## src/rtl/fp_add_pipe.sv

```systemverilog
// Five-stage pipelined floating-point adder/subtractor: flush-to-zero inputs,
// round-to-nearest-even, one global stall driven by the result handshake.
module fp_add_pipe #(
    parameter int EXP_W  = 8,
    parameter int MANT_W = 23,
    parameter int TAG_W  = 4
) (
    input  logic                  clk,
    input  logic                  rst,
    input  logic [EXP_W+MANT_W:0] a,
    input  logic [EXP_W+MANT_W:0] b,
    input  logic                  sub,
    input  logic [TAG_W-1:0]      tag_in,
    input  logic                  arg_vld,
    output logic                  arg_rdy,
    output logic [EXP_W+MANT_W:0] result,
    output logic [1:0]            state,
    output logic [TAG_W-1:0]      tag_out,
    output logic                  res_vld,
    input  logic                  res_rdy
);
    localparam int W   = 1 + EXP_W + MANT_W;
    localparam int XW  = MANT_W + 4;
    localparam int EXW = EXP_W + 2;
    localparam int LZW = $clog2(XW + 1);
    localparam int SHW = $clog2(XW);
    localparam int MRW = MANT_W + 2;
    localparam logic [EXP_W-1:0] EMAX  = {EXP_W{1'b1}};
    localparam logic [EXP_W-1:0] CAP_E = EXP_W'(MANT_W + 3);
    localparam logic [SHW-1:0]   CAP_S = SHW'(MANT_W + 3);

    typedef enum logic [1:0] {SP_NONE, SP_NAN, SP_INF, SP_ZERO} special_t;
    typedef enum logic [1:0] {
        ST_OK  = 2'b00,
        ST_NAN = 2'b01,
        ST_INF = 2'b10,
        ST_NUL = 2'b11
    } status_t;

    logic stall;
    logic advance;

    assign stall   = res_vld && !res_rdy;
    assign advance = !stall;
    assign arg_rdy = advance;

    // Operand capture on the accept edge.
    logic             s0_vld;
    logic [W-1:0]     s0_a;
    logic [W-1:0]     s0_b;
    logic             s0_sub;
    logic [TAG_W-1:0] s0_tag;

    always_ff @(posedge clk or negedge rst) begin
        if (!rst) begin
            s0_vld <= 1'b0;
            s0_a   <= '0;
            s0_b   <= '0;
            s0_sub <= 1'b0;
            s0_tag <= '0;
        end else if (advance) begin
            s0_vld <= arg_vld;
            s0_a   <= a;
            s0_b   <= b;
            s0_sub <= sub;
            s0_tag <= tag_in;
        end
    end

    // S1: unpack, flush subnormals, resolve NaN/inf/double-zero up front.
    logic             u_sa;
    logic             u_sb;
    logic [EXP_W-1:0] u_ea;
    logic [EXP_W-1:0] u_eb;
    logic [MANT_W:0]  u_ma;
    logic [MANT_W:0]  u_mb;
    logic             u_zero_a;
    logic             u_zero_b;
    logic             u_inf_a;
    logic             u_inf_b;
    logic             u_nan_a;
    logic             u_nan_b;
    special_t         u_sp;
    logic             u_sp_sign;

    always_comb begin
        u_sa      = s0_a[W-1];
        u_sb      = s0_b[W-1] ^ s0_sub;
        u_ea      = s0_a[W-2:MANT_W];
        u_eb      = s0_b[W-2:MANT_W];
        u_zero_a  = (u_ea == '0);
        u_zero_b  = (u_eb == '0);
        u_inf_a   = (u_ea == EMAX) && (s0_a[MANT_W-1:0] == '0);
        u_inf_b   = (u_eb == EMAX) && (s0_b[MANT_W-1:0] == '0);
        u_nan_a   = (u_ea == EMAX) && (s0_a[MANT_W-1:0] != '0);
        u_nan_b   = (u_eb == EMAX) && (s0_b[MANT_W-1:0] != '0);
        u_ma      = u_zero_a ? '0 : {1'b1, s0_a[MANT_W-1:0]};
        u_mb      = u_zero_b ? '0 : {1'b1, s0_b[MANT_W-1:0]};
        u_sp      = SP_NONE;
        u_sp_sign = 1'b0;
        if (u_nan_a || u_nan_b || (u_inf_a && u_inf_b && (u_sa != u_sb))) begin
            u_sp = SP_NAN;
        end else if (u_inf_a || u_inf_b) begin
            u_sp      = SP_INF;
            u_sp_sign = u_inf_a ? u_sa : u_sb;
        end else if (u_zero_a && u_zero_b) begin
            u_sp      = SP_ZERO;
            u_sp_sign = u_sa && u_sb;
        end
    end

    logic             s1_vld;
    logic             s1_sa;
    logic             s1_sb;
    logic [EXP_W-1:0] s1_ea;
    logic [EXP_W-1:0] s1_eb;
    logic [MANT_W:0]  s1_ma;
    logic [MANT_W:0]  s1_mb;
    special_t         s1_sp;
    logic             s1_sp_sign;
    logic [TAG_W-1:0] s1_tag;

    always_ff @(posedge clk or negedge rst) begin
        if (!rst) begin
            s1_vld     <= 1'b0;
            s1_sa      <= 1'b0;
            s1_sb      <= 1'b0;
            s1_ea      <= '0;
            s1_eb      <= '0;
            s1_ma      <= '0;
            s1_mb      <= '0;
            s1_sp      <= SP_NONE;
            s1_sp_sign <= 1'b0;
            s1_tag     <= '0;
        end else if (advance) begin
            s1_vld     <= s0_vld;
            s1_sa      <= u_sa;
            s1_sb      <= u_sb;
            s1_ea      <= u_ea;
            s1_eb      <= u_eb;
            s1_ma      <= u_ma;
            s1_mb      <= u_mb;
            s1_sp      <= u_sp;
            s1_sp_sign <= u_sp_sign;
            s1_tag     <= s0_tag;
        end
    end

    // S2: order by magnitude so the subtract never goes negative, then align.
    logic             al_swap;
    logic [EXP_W-1:0] al_diff;
    logic [SHW-1:0]   al_sh;
    logic [XW-1:0]    al_small_ext;
    logic [XW-1:0]    al_shifted;
    logic             al_lost;
    logic [XW-1:0]    al_small;

    always_comb begin
        al_swap      = {s1_eb, s1_mb} > {s1_ea, s1_ma};
        al_diff      = al_swap ? (s1_eb - s1_ea) : (s1_ea - s1_eb);
        al_sh        = (al_diff > CAP_E) ? CAP_S : SHW'(al_diff);
        al_small_ext = {(al_swap ? s1_ma : s1_mb), 3'b000};
        al_shifted   = al_small_ext >> al_sh;
        al_lost      = |(al_small_ext & ~({XW{1'b1}} << al_sh));
        al_small     = {al_shifted[XW-1:1], al_shifted[0] | al_lost};
    end

    logic             s2_vld;
    logic             s2_sign;
    logic             s2_eff_sub;
    logic [EXP_W-1:0] s2_exp;
    logic [XW-1:0]    s2_big;
    logic [XW-1:0]    s2_small;
    special_t         s2_sp;
    logic             s2_sp_sign;
    logic [TAG_W-1:0] s2_tag;

    always_ff @(posedge clk or negedge rst) begin
        if (!rst) begin
            s2_vld     <= 1'b0;
            s2_sign    <= 1'b0;
            s2_eff_sub <= 1'b0;
            s2_exp     <= '0;
            s2_big     <= '0;
            s2_small   <= '0;
            s2_sp      <= SP_NONE;
            s2_sp_sign <= 1'b0;
            s2_tag     <= '0;
        end else if (advance) begin
            s2_vld     <= s1_vld;
            s2_sign    <= al_swap ? s1_sb : s1_sa;
            s2_eff_sub <= s1_sa ^ s1_sb;
            s2_exp     <= al_swap ? s1_eb : s1_ea;
            s2_big     <= {(al_swap ? s1_mb : s1_ma), 3'b000};
            s2_small   <= al_small;
            s2_sp      <= s1_sp;
            s2_sp_sign <= s1_sp_sign;
            s2_tag     <= s1_tag;
        end
    end

    // S3: magnitude add/subtract with one carry bit.
    logic [XW:0] ad_sum;

    always_comb begin
        if (s2_eff_sub) begin
            ad_sum = {1'b0, s2_big} - {1'b0, s2_small};
        end else begin
            ad_sum = {1'b0, s2_big} + {1'b0, s2_small};
        end
    end

    logic             s3_vld;
    logic             s3_sign;
    logic [EXP_W-1:0] s3_exp;
    logic [XW:0]      s3_sum;
    special_t         s3_sp;
    logic             s3_sp_sign;
    logic [TAG_W-1:0] s3_tag;

    always_ff @(posedge clk or negedge rst) begin
        if (!rst) begin
            s3_vld     <= 1'b0;
            s3_sign    <= 1'b0;
            s3_exp     <= '0;
            s3_sum     <= '0;
            s3_sp      <= SP_NONE;
            s3_sp_sign <= 1'b0;
            s3_tag     <= '0;
        end else if (advance) begin
            s3_vld     <= s2_vld;
            s3_sign    <= s2_sign;
            s3_exp     <= s2_exp;
            s3_sum     <= ad_sum;
            s3_sp      <= s2_sp;
            s3_sp_sign <= s2_sp_sign;
            s3_tag     <= s2_tag;
        end
    end

    // S4: normalise; exponent is kept two bits wider so underflow shows as negative.
    function automatic logic [LZW-1:0] count_lz(input logic [XW-1:0] v);
        logic [LZW-1:0] cnt;
        logic           found;
        cnt   = '0;
        found = 1'b0;
        for (int i = XW - 1; i >= 0; i--) begin
            if (!found) begin
                if (v[i]) begin
                    found = 1'b1;
                end else begin
                    cnt = cnt + LZW'(1);
                end
            end
        end
        return cnt;
    endfunction

    logic [LZW-1:0] nm_lz;
    logic           nm_zero;
    logic [XW-1:0]  nm_mant;
    logic [EXW-1:0] nm_exp;

    always_comb begin
        nm_lz   = count_lz(s3_sum[XW-1:0]);
        nm_zero = (s3_sum == '0);
        if (s3_sum[XW]) begin
            nm_mant = {s3_sum[XW:2], s3_sum[1] | s3_sum[0]};
            nm_exp  = EXW'(s3_exp) + EXW'(1);
        end else begin
            nm_mant = s3_sum[XW-1:0] << nm_lz;
            nm_exp  = EXW'(s3_exp) - EXW'(nm_lz);
        end
    end

    logic             s4_vld;
    logic             s4_sign;
    logic [EXW-1:0]   s4_exp;
    logic [XW-1:0]    s4_mant;
    logic             s4_zero;
    special_t         s4_sp;
    logic             s4_sp_sign;
    logic [TAG_W-1:0] s4_tag;

    always_ff @(posedge clk or negedge rst) begin
        if (!rst) begin
            s4_vld     <= 1'b0;
            s4_sign    <= 1'b0;
            s4_exp     <= '0;
            s4_mant    <= '0;
            s4_zero    <= 1'b0;
            s4_sp      <= SP_NONE;
            s4_sp_sign <= 1'b0;
            s4_tag     <= '0;
        end else if (advance) begin
            s4_vld     <= s3_vld;
            s4_sign    <= s3_sign;
            s4_exp     <= nm_exp;
            s4_mant    <= nm_mant;
            s4_zero    <= nm_zero;
            s4_sp      <= s3_sp;
            s4_sp_sign <= s3_sp_sign;
            s4_tag     <= s3_tag;
        end
    end

    // S5: round to nearest even, then pack with special cases taking priority.
    logic           rn_up;
    logic [MRW-1:0] rn_mant;
    logic           rn_carry;
    logic [MANT_W-1:0] rn_frac;
    logic [EXW-1:0] rn_exp;
    logic [W-1:0]   rn_res;
    status_t        rn_state;

    always_comb begin
        rn_up    = s4_mant[2] && (s4_mant[3] || (|s4_mant[1:0]));
        rn_mant  = {1'b0, s4_mant[XW-1:3]} + MRW'(rn_up);
        rn_carry = rn_mant[MANT_W+1];
        rn_frac  = rn_carry ? rn_mant[MANT_W:1] : rn_mant[MANT_W-1:0];
        rn_exp   = s4_exp + EXW'(rn_carry);
        rn_res   = '0;
        rn_state = ST_OK;
        if (s4_sp == SP_NAN) begin
            rn_res   = {1'b0, EMAX, 1'b1, {(MANT_W-1){1'b0}}};
            rn_state = ST_NAN;
        end else if (s4_sp == SP_INF) begin
            rn_res   = {s4_sp_sign, EMAX, {MANT_W{1'b0}}};
            rn_state = ST_INF;
        end else if (s4_sp == SP_ZERO) begin
            rn_res   = {s4_sp_sign, {(W-1){1'b0}}};
            rn_state = ST_NUL;
        end else if (s4_zero) begin
            rn_res   = '0;
            rn_state = ST_NUL;
        end else if (rn_exp[EXW-1] || (rn_exp == '0)) begin
            rn_res   = {s4_sign, {(W-1){1'b0}}};
            rn_state = ST_NUL;
        end else if (rn_exp >= EXW'(EMAX)) begin
            rn_res   = {s4_sign, EMAX, {MANT_W{1'b0}}};
            rn_state = ST_INF;
        end else begin
            rn_res   = {s4_sign, rn_exp[EXP_W-1:0], rn_frac};
            rn_state = ST_OK;
        end
    end

    always_ff @(posedge clk or negedge rst) begin
        if (!rst) begin
            res_vld <= 1'b0;
            result  <= '0;
            state   <= ST_OK;
            tag_out <= '0;
        end else if (advance) begin
            res_vld <= s4_vld;
            result  <= rn_res;
            state   <= rn_state;
            tag_out <= s4_tag;
        end
    end

endmodule
```

## config.mk

```make
export PLATFORM = sky130hd
export DESIGN_NAME = fp_add_pipe
export DESIGN_NICKNAME = d
export VERILOG_FILES = /design/src/rtl/fp_add_pipe.sv
export SDC_FILE = /design/constraint.sdc
export NUM_CORES = 1
export LEC_CHECK = 0
export ABC_AREA = 1
export BUFFER_PORTS_ARGS = -buffer_cell sky130_fd_sc_hd__buf_2
export CAP_MARGIN = 30
export CORE_MARGIN = 2
export CORE_UTILIZATION = 50
export CTS_BUF_LIST = sky130_fd_sc_hd__clkbuf_2
export DETAILED_ROUTE_END_ITERATION = 7
export PLACE_DENSITY = 0.76
export SYNTH_ARGS = -nofsm -noshare
export SYNTH_HDL_FRONTEND = slang
export SYNTH_SLANG_ARGS = --single-unit
```

## constraint.sdc

```tcl
create_clock -name clk -period 18.75 [get_ports clk]
set_input_delay 3.75 -clock clk [delete_from_list [all_inputs] [get_ports clk]]
set_output_delay 3.75 -clock clk [all_outputs]
set_load 0.05 [all_outputs]
```

Yosys cells after proc, flatten, opt, wreduce, memory -nomap -nowiden

Index checks and enable logic that the tools add are counted.

Register bits after elaboration: 344
Bits in latches: 0
Bits in writable memories: 0
Bits in read-only memories: 0
Bits of input ports: 73
Output and inout port bits: 40
Word-level logic and storage cells: 257
Memories: 0

Add/subtract/negate cells: 34
Multiply operators: 0
Divide/modulo/power cells: 0
Order comparisons: 3
Eq/ne operators: 6
Shifts and indexed selects: 3
Muxes and demuxes: 135
Bitwise gates (word level): 6
Reductions and logical operators: 27

Operators with widths:

| operator              | number |
|---|---|
| $mux 5                | 53 |
| $add 5x1->5 const B   | 26 |
| $mux 32               | 4 |
| $mux 24               | 4 |
| $mux 31               | 2 |
| $mux 1                | 57 |
| $logic_not 23->1      | 2 |
| $reduce_bool 23->1    | 2 |
| $gt 32x32->1          | 1 |
| $add 27x27->28        | 1 |
| $logic_not 28->1      | 1 |
| $mux 28               | 1 |
| $sub 27x27->28        | 1 |
| $and 27x27->27        | 1 |
| $mux 27               | 1 |
| $not 27->27           | 1 |
| $reduce_or 27->1      | 1 |
| $shl 27x5->27         | 1 |
| $shl 27x5->27 const A | 1 |
| $shr 27x5->27         | 1 |
| $add 24x1->25         | 1 |
| $mux 23               | 1 |
| $mux 2                | 9 |
| $eq 8x8->1 const B    | 2 |
| 19 further kinds      | 39 |

Longest topological paths before layout

Gate-level depths: netlist of run 1.

Depth after elaboration: 81
Depth in mapped cells: 113
Mapped depth without buffers: 111

Worst setup path after synthesis of run 1

Ideal clock, no wire load.

Path type: flip-flop to flip-flop
From: register s3_sum[25]
To: register s4_exp[5]
Setup time: 78 ps
Arrival time: 14489 ps
Setup slack: 4184 ps
Stages on the path, launching flop included: 113
Path buffers: 1
Period minus slack after synthesis: 14566 ps
Cells stage by stage: dfrtp_1 -> nor2_4 -> nand2_1 -> nand2_1 -> ha_1 -> inv_1 -> a21oi_1 -> ha_1 -> o21ai_0 -> nand2_1 -> nand2_1 -> inv_1 -> ha_1 -> o21ai_0 -> inv_1 -> ha_1 -> o21ai_0 -> a21oi_1 -> [77 not listed] -> ha_1 -> nand2_1 -> inv_1 -> nand3_4 -> nand2_4 -> buf_6 -> ha_1 -> nand2_1 -> nor2_1 -> a211oi_1 -> nor2_1 -> o21ai_0 -> nand2_1 -> nand2_1 -> o21ai_0 -> o21ai_0 -> a21oi_1 -> a21oi_1

Word-level cells in the longest chain between the ends: 79
Elaborated cells on any way between the ends: 105
Those cells by class: add/sub (26); mux (79)

RTL lines:

| element                | RTL line | source |
|---|---|---|
| from (decl)            | 216      | `logic [XW:0] s3_sum;` |
| from (signal assigned) | 234      | `s3_sum <= ad_sum;` |
| $mux 5                 | 249      | `if (v[i]) begin` |
| $mux 5                 | 248      | `if (!found) begin` |
| $add 5x1->5            | 252      | `cnt = cnt + LZW'(1);` |
| $mux 5                 | 249      |  |
| $mux 5                 | 248      |  |
| $add 5x1->5            | 252      |  |
| $mux 5                 | 249      |  |
| $mux 5                 | 248      |  |
| [63 not listed]        | -        |  |
| $add 5x1->5            | 252      |  |
| $mux 5                 | 249      |  |
| $mux 5                 | 248      |  |
| $add 5x1->5            | 252      |  |
| $mux 5                 | 249      |  |
| $mux 5 *               | 248      |  |
| $sub 8x5->9 *          | 272      | `nm_exp = EXW'(s3_exp) - EXW'(nm_lz);` |
| $mux 10 *              | 267      | `if (s3_sum[XW]) begin` |
| to (signal assigned)   | 298      | `s4_exp <= nm_exp;` |
| to (decl)              | 278      | `logic [EXW-1:0] s4_exp;` |

Mark *: on every way between the ends. The rest lies on a longest branch, timed or not.
A chain may end at the register's enable or synchronous reset.

Worst setup path in the final report of run 1

Same ends and word-level chain as after synthesis.

==> metrics.yaml, run 1 <==
layout.nets: 3514
rsz0062_at_grt: "false"
cap_violations: 0
clk_latency_ps: 1130
worstPathMaxFanout: 33
firstDrtPassIters: 6
period_needed_ps: 16260
die-area_um2: 48250
final-setup-viol-count: 0
grt_pass1_vias: 19630
synth_nets: 3426
met1_length_um: 26820
cts-root-buf: "clkbuf_2"
critical_path.most_common_cell: "ha_1"
die_width_um: 219.7
finalCritPeriodShare_pct: 86.69
finalClockSkew_ps: 127.5
drtIter0Drc: 1661
ios: 113
final.fill_count: 4587
async_flop_share_pct: 100.0
fin_hold_ws_ps: 470.1
synth_area_um2: 23260
synth_flop_cell: "dfrtp_1"
start_util_pct: 50.28
synth_largest_area_cell: "dfrtp_1"
clockBufferDepth: 3
slew-limit-headroom_pct: 33.64
outcome: "finished clean"
yosysSeqAreaShare_pct: 37.01
crit_path_start_kind: "flop"
route.vias.total: 21300
criticalPathCategory: "flop to flop"
synthTopCellsByArea: "dfrtp_1 (37%), nand2_1 (13%), o21ai_0 (9.4%), inv_1 (6.8%), ha_1 (6.6%)"
die_h_um: 219.7
gp_congestion: 0.9654
finalHoldViolations: 0
grt_max_degree: 163
hold_buffers: 0
wl_met3_um: 3093
synthToLayoutAreaGrowth_pct: 7.295
cp.required_ps: 19740
multi_input_area_um2: 12310
placedCellCount: 3826
htreeDepth: 3
cts_tree: "done"
crit_path_top_delay_cell: "dfrtp_1"
hold_class: "flop to flop"
cp-end-kind: "flop"
wl_met2_um: 26890
post-cts-setup-buffers: 0
synthCells: 3227
viasPerCell: 5.333
final.setup.tns_ps: 0
reg2reg_from: "s3_sum[25]$_DFFE_PN0N_"
synth.distinct_cells: 70
routed.top_layer: "met5"
ant_nets: 0
arrival_ps: 17250
cts_made_buffers: 92
hpwlAfterDp_um: 42840
rows: 79
drt-total-wl_um: 58510
drive_above_1_share_pct: 10.85
yosys_warnings: 0
slew_violations: 0
max_clock_freq_mhz: 61.52
cts_resized: 0
cp-startpoint: "s3_sum[25]$_DFFE_PN0N_"
wire_per_inst_um: 14.65
synth_top_area_share_pct: 37.01
seq_area_um2: 8608
worst_pin_slew_ps: 992.9
portBuffers: 112
cpPeakStageDelay_ps: 450
track_usage_pct: 24.46
cts.sinks: 344
synth_edf_count: 0
hp-start: "s0_tag[0]$_DFFE_PN0N_"
drc: 0
globalRouteOverflowTotal: 0
grt_pass1_wl_um: 95830
antenna_found_initial: 3
clk_pin_slew_ps: 110
avgSynthCellArea_um2: 7.207
core-area_um2: 46260
final_cells: 3994
ys_ff_latch: 344
cell families (layout without fill, tap and decap cells):
family	Yosys count	count (layout)	synth area share (%)
compound gates	783	783	18.69
xor+xnor	57	57	2.147
fa+ha+maj	126	126	6.908
buf+inv	585	741	10.14
flops	344	344	37.01
mux	3	3	0.1291
other cells	0	4	0
simple gates	1329	1329	24.97
metal layers:
layer	up-vias	global-route usage, %
li1	10860	-
met1	9750	33.06
met2	570	39.52
met3	119	3.920
met4	4	9.351
met5	-	0
synth_stat cells, drive strengths merged, types with 9 or more instances:
master / n
o211ai: 12
o22ai: 69
nor2: 213
nand2: 852
ha: 122
clkbuf: 110
nand3: 164
o21bai: 12
a21oi: 157
buf: 23
xor2: 46
clkinv: 9
a31oi: 11
inv: 442
o21ai: 454
xnor2: 11
nor3: 23
nor4: 14
o31ai: 15
a22oi: 9
nand4: 44
nand3b: 11
dfrtp: 344
flip-flops by register name, summed over array words and instances (netlist names), 8 cells and up:
| name | flops |
|---|---|
| result | 32 |
| s0_a | 32 |
| s0_b | 32 |
| s3_sum | 28 |
| s2_small | 27 |
| s4_mant | 27 |
| s1_ma | 24 |
| s1_mb | 24 |
| s2_big | 24 |
| s4_exp | 10 |
| s1_ea | 8 |
| s1_eb | 8 |
| s2_exp | 8 |
| s3_exp | 8 |
worst max-delay path: cells and delay by family, from the launching register on:
kind                     cells  cell delay [ps]
AND/OR/NAND/NOR             29             2790
adder cells (fa/ha/maj)     25             6730
AO/OA/AOI/OAI               34             4630
buffers and inverters       23             1540
flip-flops                   1              450
metrics by stage:
| stage | area, um^2 | util [%] | setup slack, ps |
|---|---|---|---|
| 6_report | 24950 | 53.94 | 2495 |
| 5_1_grt | 24950 | 53.94 | 828.6 |
| 4_1_cts | 24890 | 53.80 | 2561 |
| 3_5_place_dp | 24070 | 52.04 | 2660 |
| 3_3_place_gp | 24070 | 52.04 | 3134 |
| 2_1_floorplan | 23260 | - | 4184 |
path summary, 6_finish.rpt:
path,to,slack (ps),cells after the start
setup reg to reg,s4_exp[5]$_DFFE_PN0N_,2490,111
hold reg to reg,s1_tag[0]$_DFFE_PN0N_,470,2
max in group asynchronous,s2_small[12]$_DFFE_PN0N_,14600,2
min in group asynchronous,s0_a[30]$_DFFE_PN0N_,2750,1
setup / recovery,s4_exp[5]$_DFFE_PN0N_,2490,111
hold / removal,s1_tag[0]$_DFFE_PN0N_,470,2
layout make-up:
class	count	share of cell area, %
antenna	4	0.04011
clock buffer	126	2.527
clock inverter	36	0.7471
inverter	451	6.854
multi-input combinational	2298	49.31
sequential	344	34.50
tap	607	3.044
timing repair buffer	128	2.978
cells in the final DEF, fill, tap and decap left out, drive strengths merged, types with 69 or more instances in the layout:
cell    netlist  layout
a21oi       157     157
buf          23     128
clkbuf      110     126
dfrtp       344     344
ha          122     122
inv         442     446
nand2       852     852
nand3       164     164
nor2        213     213
o21ai       454     454
o22ai        69      69
Power of run 1 is not shown: default switching activity piles up to over one toggle a cycle in this logic, so the estimate is an artifact.
==> inputs of run 2 (changes only) <==
--- a/config.mk
+++ b/config.mk
@@ -9,10 +9,11 @@
 export BUFFER_PORTS_ARGS = -buffer_cell sky130_fd_sc_hd__buf_2
 export CAP_MARGIN = 30
 export CORE_MARGIN = 2
-export CORE_UTILIZATION = 50
+export CORE_UTILIZATION = 40
 export CTS_BUF_LIST = sky130_fd_sc_hd__clkbuf_2
 export DETAILED_ROUTE_END_ITERATION = 7
-export PLACE_DENSITY = 0.76
+export PLACE_DENSITY = 0.65
+export SLEW_MARGIN = 25
 export SYNTH_ARGS = -nofsm -noshare
 export SYNTH_HDL_FRONTEND = slang
 export SYNTH_SLANG_ARGS = --single-unit
==> metrics.yaml, run 2 (same netlist as run 1, synthesis figures left out) <==
outcome: "finished clean"  # unchanged
die_width_um: 245.1  # was 219.7 um
criticalPathCategory: "flop to flop"  # unchanged
htreeDepth: 3  # unchanged
hold_buffers: 0  # unchanged
antenna_found_initial: 2  # was 3
cp.required_ps: 19720  # was 19740 ps
reg2reg_to: "s4_exp[6]$_DFFE_PN0N_"  # was s4_exp[5]$_DFFE_PN0N_
drtIter0Drc: 1401  # was 1661
globalRouteOverflowTotal: 0  # unchanged
slew-limit-headroom_pct: 36.21  # was 33.64%
clk_latency_ps: 1130  # about the same
final-setup-viol-count: 0  # unchanged
wire_per_inst_um: 14.72  # was 14.65 um
clockBufferDepth: 3  # unchanged
hold_class: "flop to flop"  # unchanged
grt_pass1_wl_um: 100900  # was 95830 um
gp_congestion: 0.9401  # was 0.9654
cts-root-buf: "clkbuf_2"  # unchanged
drive_above_1_share_pct: 11.16  # was 10.85%
cts_resized: 0  # unchanged
final.fill_count: 6049  # was 4587
layout.nets: 3515  # was 3514
cts.sinks: 344  # unchanged
crit_path_start_kind: "flop"  # unchanged
synthToLayoutAreaGrowth_pct: 8.252  # was 7.295%
portBuffers: 112  # unchanged
arrival_ps: 17210  # was 17250 ps
start_util_pct: 40.39  # was 50.28%
layout_common_cells: "nand2_1 (827), o21ai_0 (438), inv_1 (423), dfrtp_1 (344), nor2_1 (191)"  # unchanged
endpoint: "s4_exp[6]$_DFFE_PN0N_"  # was s4_exp[5]$_DFFE_PN0N_
grt_pass1_vias: 19790  # was 19630
seq_area_um2: 8608  # unchanged
hpwlAfterDp_um: 44650  # was 42840 um
worst_pin_slew_ps: 956.8  # was 992.9 ps
rows: 88  # was 79
cap_violations: 0  # unchanged
rsz0062_at_grt: "false"  # unchanged
slew_violations: 0  # unchanged
rrSetupSlack_ps: 2510  # was 2490 ps
die-area_um2: 60090  # was 48250 um^2
cp-end-kind: "flop"  # unchanged
finalClockSkew_ps: 83.20  # was 127.5 ps
ant_nets: 0  # unchanged
viasPerCell: 5.086  # was 5.333
cpPeakStageDelay_ps: 450  # about the same
period_needed_ps: 16240  # was 16260 ps
cp-startpoint: "s3_sum[25]$_DFFE_PN0N_"  # unchanged
clk_pin_slew_ps: 100  # was 110 ps
critical_path.most_common_cell: "ha_1"  # unchanged
finalHoldViolations: 0  # unchanged
reg2reg_from: "s3_sum[25]$_DFFE_PN0N_"  # unchanged
firstDrtPassIters: 5  # was 6
reg_top3: "result x32, s0_a x32, s0_b x32"  # unchanged
reg2regPathDepth: 108  # was 111
finalCritPeriodShare_pct: 86.62  # was 86.69%
post-cts-setup-buffers: 0  # unchanged
final.setup.tns_ps: 0  # unchanged
worstPathMaxFanout: 29  # was 33
drc: 0  # unchanged
drt-total-wl_um: 61040  # was 58510 um
max_clock_freq_mhz: 61.57  # was 61.52 MHz
track_usage_pct: 20.56  # was 24.46%
cts_made_buffers: 93  # was 92
die_h_um: 245.1  # was 219.7 um
route.vias.total: 21090  # was 21300
grt_max_degree: 198  # was 163
cts_tree: "done"  # unchanged
ios: 113  # unchanged
core-area_um2: 57590  # was 46260 um^2
crit_path_top_delay_cell: "ha_1"  # was dfrtp_1
layout_commonest_cell: "nand2_1"  # unchanged
multi_input_area_um2: 12310  # unchanged
[run 2: worst min-delay path by stage]
stage | startpoint | end | slack, ps | cells after the start
finish | s4_vld$_DFFE_PN0N_ | res_vld$_DFFE_PN0N_ | 450 | 2
global placement | s4_vld$_DFFE_PN0N_ | res_vld$_DFFE_PN0N_ | 450 | 2
detailed placement | s4_vld$_DFFE_PN0N_ | res_vld$_DFFE_PN0N_ | 450 | 2
global route | s4_vld$_DFFE_PN0N_ | res_vld$_DFFE_PN0N_ | 490 | 2
CTS | s2_sp[1]$_DFFE_PN0N_ | s3_sp[1]$_DFFE_PN0N_ | 460 | 2
floorplan | s4_vld$_DFFE_PN0N_ | res_vld$_DFFE_PN0N_ | 420 | 2
[run 2: metrics by stage]
stage | utilization (%) | std cells | hold slack [ps] | instance area (um^2) | setup WS (ps)
2_1_floorplan | - | 3227 | 419.8 | 23260 | 4184
3_3_place_gp | 42.18 | 3983 | 445.9 | 24290 | 3071
3_5_place_dp | 42.20 | 3984 | 445.3 | 24300 | 2582
4_1_cts | 43.65 | 4141 | 463.0 | 25140 | 2547
5_1_grt | 43.72 | 4146 | 487.6 | 25180 | 684.5
6_report | 43.72 | 4146 | 452.0 | 25180 | 2509
[run 2: metal layers]
layer	global-route usage [%]	vias to the layer above	wire length [um]	share of wire, %
met5	0	-	0	0
met4	7.496	0	1747	2.9
met3	3.357	117	2764	4.5
met2	32.79	474	27900	46
met1	28.09	9640	28620	47
li1	-	10850	-	-
[run 2: area by class of cell]
| cell class | count | area share [%] |
|---|---|---|
| Antenna cell | 3 | 0.02982 |
| Clock buffer | 140 | 2.783 |
| Sequential cell | 344 | 34.19 |
| Clock inverter | 17 | 0.5268 |
| Inverter | 451 | 6.794 |
| Multi-Input combinational cell | 2298 | 48.88 |
| Timing Repair Buffer | 128 | 2.997 |
| Tap cell | 765 | 3.802 |
[run 2: worst max-delay path: cells and delay by family (launching register included)]
family / cells / cell delay (ps)
buffers and inverters: 25 / 1670
AO/OA/AOI/OAI: 30 / 4240
adder cells (fa/ha/maj): 25 / 6840
XOR/XNOR: 1 / 190
flip-flops: 1 / 440
AND/OR/NAND/NOR: 27 / 2710
Power of run 2 is left out for the same reason.
==> inputs of run 3 (changes only) <==
--- a/config.mk
+++ b/config.mk
@@ -5,7 +5,6 @@
 export SDC_FILE = /design/constraint.sdc
 export NUM_CORES = 1
 export LEC_CHECK = 0
-export ABC_AREA = 1
 export BUFFER_PORTS_ARGS = -buffer_cell sky130_fd_sc_hd__buf_2
 export CAP_MARGIN = 30
 export CORE_MARGIN = 2
==> metrics.yaml, run 3 <==
hp-start: "s2_exp[4]$_DFFE_PN0N_"  # was s4_vld$_DFFE_PN0N_
async_flop_share_pct: 100.0  # unchanged
worst_pin_slew_ps: 936.7  # was 956.8 ps
drc: 0  # unchanged
wire_per_inst_um: 16.62  # was 14.72 um
rows: 90  # was 88
synth_top_area_share_pct: 35.61  # was 37.01%
slew-limit-headroom_pct: 37.55  # was 36.21%
multi_input_area_um2: 14450  # was 12310 um^2
start_util_pct: 40.28  # was 40.39%
synthToLayoutAreaGrowth_pct: 8.213  # was 8.252%
synth_most_common_cell: "nand2_1"  # unchanged
die-area_um2: 62420  # was 60090 um^2
reg2reg_to: "s4_exp[7]$_DFFE_PN0N_"  # was s4_exp[6]$_DFFE_PN0N_
grt_pass1_wl_um: 107400  # was 100900 um
cap_violations: 0  # unchanged
arrival_ps: 18390  # was 17210 ps
ys_ff_latch: 344  # unchanged
htreeDepth: 3  # unchanged
utilization_pct: 43.59  # was 43.72%
seq_area_um2: 8610  # was 8608 um^2
final-setup-viol-count: 0  # unchanged
period_needed_ps: 17410  # was 16240 ps
cts_tree: "done"  # unchanged
synthTopCellsByArea: "dfrtp_1 (36%), nand2_1 (11%), ha_1 (6.3%), o21ai_0 (4.7%), nor2_1 (4.3%)"  # was dfrtp_1 (37%), nand2_1 (13%), o21ai_0 (9.4%), inv_1 (6.8%), ha_1 (6.6%)
antenna_found_initial: 2  # unchanged
ios: 113  # unchanged
pre_cts_slack_ps: 806.1  # was 2582 ps
finalCritPeriodShare_pct: 92.86  # was 86.62%
die_width_um: 249.8  # was 245.1 um
crit_path_top_delay_cell: "dfrtp_2"  # was ha_1
final.setup.tns_ps: 0  # unchanged
clk_pin_slew_ps: 100  # about the same
cts-root-buf: "clkbuf_2"  # unchanged
synthCells: 3051  # was 3227
portBuffers: 112  # unchanged
synth_nets: 3250  # was 3426
avgSynthCellArea_um2: 7.924  # was 7.207 um^2
clockBufferDepth: 3  # unchanged
synth_flop_cell: "dfrtp_1"  # unchanged
critical_path.most_common_cell: "ha_1"  # unchanged
layout_common_cells: "nand2_1 (679), dfrtp_1 (343), nor2_1 (274), o21ai_0 (226), a21oi_1 (203)"  # was nand2_1 (827), o21ai_0 (438), inv_1 (423), dfrtp_1 (344), nor2_1 (191)
viasPerCell: 5.506  # was 5.086
reg2regPathDepth: 95  # was 108
hold_buffers: 0  # unchanged
layout_setup_ws_ps: 1338  # was 2509 ps
cts.sinks: 344  # unchanged
slew_violations: 0  # unchanged
finalHoldViolations: 0  # unchanged
endpoint: "s4_exp[7]$_DFFE_PN0N_"  # was s4_exp[6]$_DFFE_PN0N_
track_usage_pct: 20.81  # was 20.56%
cp-end-kind: "flop"  # unchanged
core-area_um2: 60020  # was 57590 um^2
synth_common_cells: "nand2_1 (681), dfrtp_1 (344), nor2_1 (275), o21ai_0 (227), a21oi_1 (204)"  # was nand2_1 (828), o21ai_0 (438), inv_1 (424), dfrtp_1 (344), nor2_1 (192)
synth_edf_count: 0  # unchanged
gp_congestion: 0.9348  # was 0.9401
finalClockSkew_ps: 82.27  # was 83.20 ps
final.fill_count: 6172  # was 6049
firstDrtPassIters: 6  # was 5
rrSetupSlack_ps: 1340  # was 2510 ps
layout.nets: 3304  # was 3515
synth_largest_area_cell: "dfrtp_1"  # unchanged
yosys_warnings: 0  # unchanged
criticalPathCategory: "flop to flop"  # unchanged
ant_nets: 0  # unchanged
hold_class: "flop to flop"  # unchanged
synth_area_um2: 24180  # was 23260 um^2
layout_commonest_cell: "nand2_1"  # unchanged
clk_latency_ps: 1080  # was 1130 ps
route.vias.total: 21770  # was 21090
worstPathMaxFanout: 16  # was 29
synth.distinct_cells: 99  # was 70
drive_above_1_share_pct: 11.53  # was 11.16%
crit_path_start_kind: "flop"  # unchanged
hpwlAfterDp_um: 46800  # was 44650 um
globalRouteOverflowTotal: 0  # unchanged
cp.required_ps: 19730  # was 19720 ps
reg_top3: "result x32, s0_a x32, s0_b x32"  # unchanged
outcome: "finished clean"  # unchanged
max_clock_freq_mhz: 57.43  # was 61.57 MHz
die_h_um: 249.8  # was 245.1 um
grt_max_degree: 176  # was 198
cpPeakStageDelay_ps: 460  # was 450 ps
yosysSeqAreaShare_pct: 35.61  # was 37.01%
cts_made_buffers: 91  # was 93
drtIter0Drc: 1517  # was 1401
grt_pass1_vias: 20480  # was 19790
cp-startpoint: "s3_sum[25]$_DFFE_PN0N_"  # unchanged
reg2reg_from: "s3_sum[25]$_DFFE_PN0N_"  # unchanged
drt-total-wl_um: 65680  # was 61040 um
## run 3: kinds of logic after synthesis
group	synth area share (%)
AO/OA/AOI/OAI	19.55
XOR/XNOR	4.642
adder cells (fa/ha/maj)	6.811
buffers and inverters	5.020
flip-flops	35.61
multiplexers	5.517
AND/OR/NAND/NOR	22.85
## run 3: layout make-up
type | instances | area share, %
multi-input cells | 2389 | 55.22
flip-flops and latches | 344 | 32.91
well taps | 782 | 3.740
repair buffers | 141 | 3.161
clock buffers | 125 | 2.391
inverters | 138 | 2.018
clock inverters | 29 | 0.5117
diodes | 5 | 0.04783
## run 3: layer usage
layer  track usage (%)  wire length [um]  part of all wire [%]  up-vias
met1             28.54             30480                    46    10280
met5                 0                 0                     0        -
met4             7.074              1604                   2.4        0
met2             33.62             30290                    46      596
li1                  -                 -                     -    10760
met3             3.014              3308                   5.0      125
## run 3: worst min path at each step
stage,to,slack [ps],cells after the start
finish,s3_exp[4]$_DFFE_PN0N_,460,2
global route,res_vld$_DFFE_PN0N_,490,1
CTS,s3_exp[4]$_DFFE_PN0N_,470,2
detailed placement,tag_out[0]$_DFFE_PN0N_,450,2
global placement,tag_out[0]$_DFFE_PN0N_,450,2
floorplan,s4_vld$_DFFE_PN0N_,430,2
## run 3: metrics by stage
step | cells | instance area, um^2 | hold WS [ps]
2_1_floorplan | 3051 | 24180 | 430.0
3_3_place_gp | 3791 | 25290 | 447.2
3_5_place_dp | 3791 | 25290 | 451.8
4_1_cts | 3945 | 26050 | 465.8
5_1_grt | 3953 | 26160 | 491.9
6_report | 3953 | 26160 | 457.0
## run 3: what timing repair did
item	4_1_cts	5_1_grt
setup endpoints to repair	0	34
buffers inserted	0	1
resized for setup	0	17
## run 3: worst max-delay path: cells and delay by family (launching register included)
family / cells / cell delay [ps]
adder cells (fa/ha/maj): 25 / 7480
AO/OA/AOI/OAI: 39 / 6000
multiplexers: 11 / 1630
AND/OR/NAND/NOR: 14 / 1080
buffers and inverters: 5 / 520
flip-flops: 1 / 460
XOR/XNOR: 1 / 140
Power of run 3 is left out for the same reason.
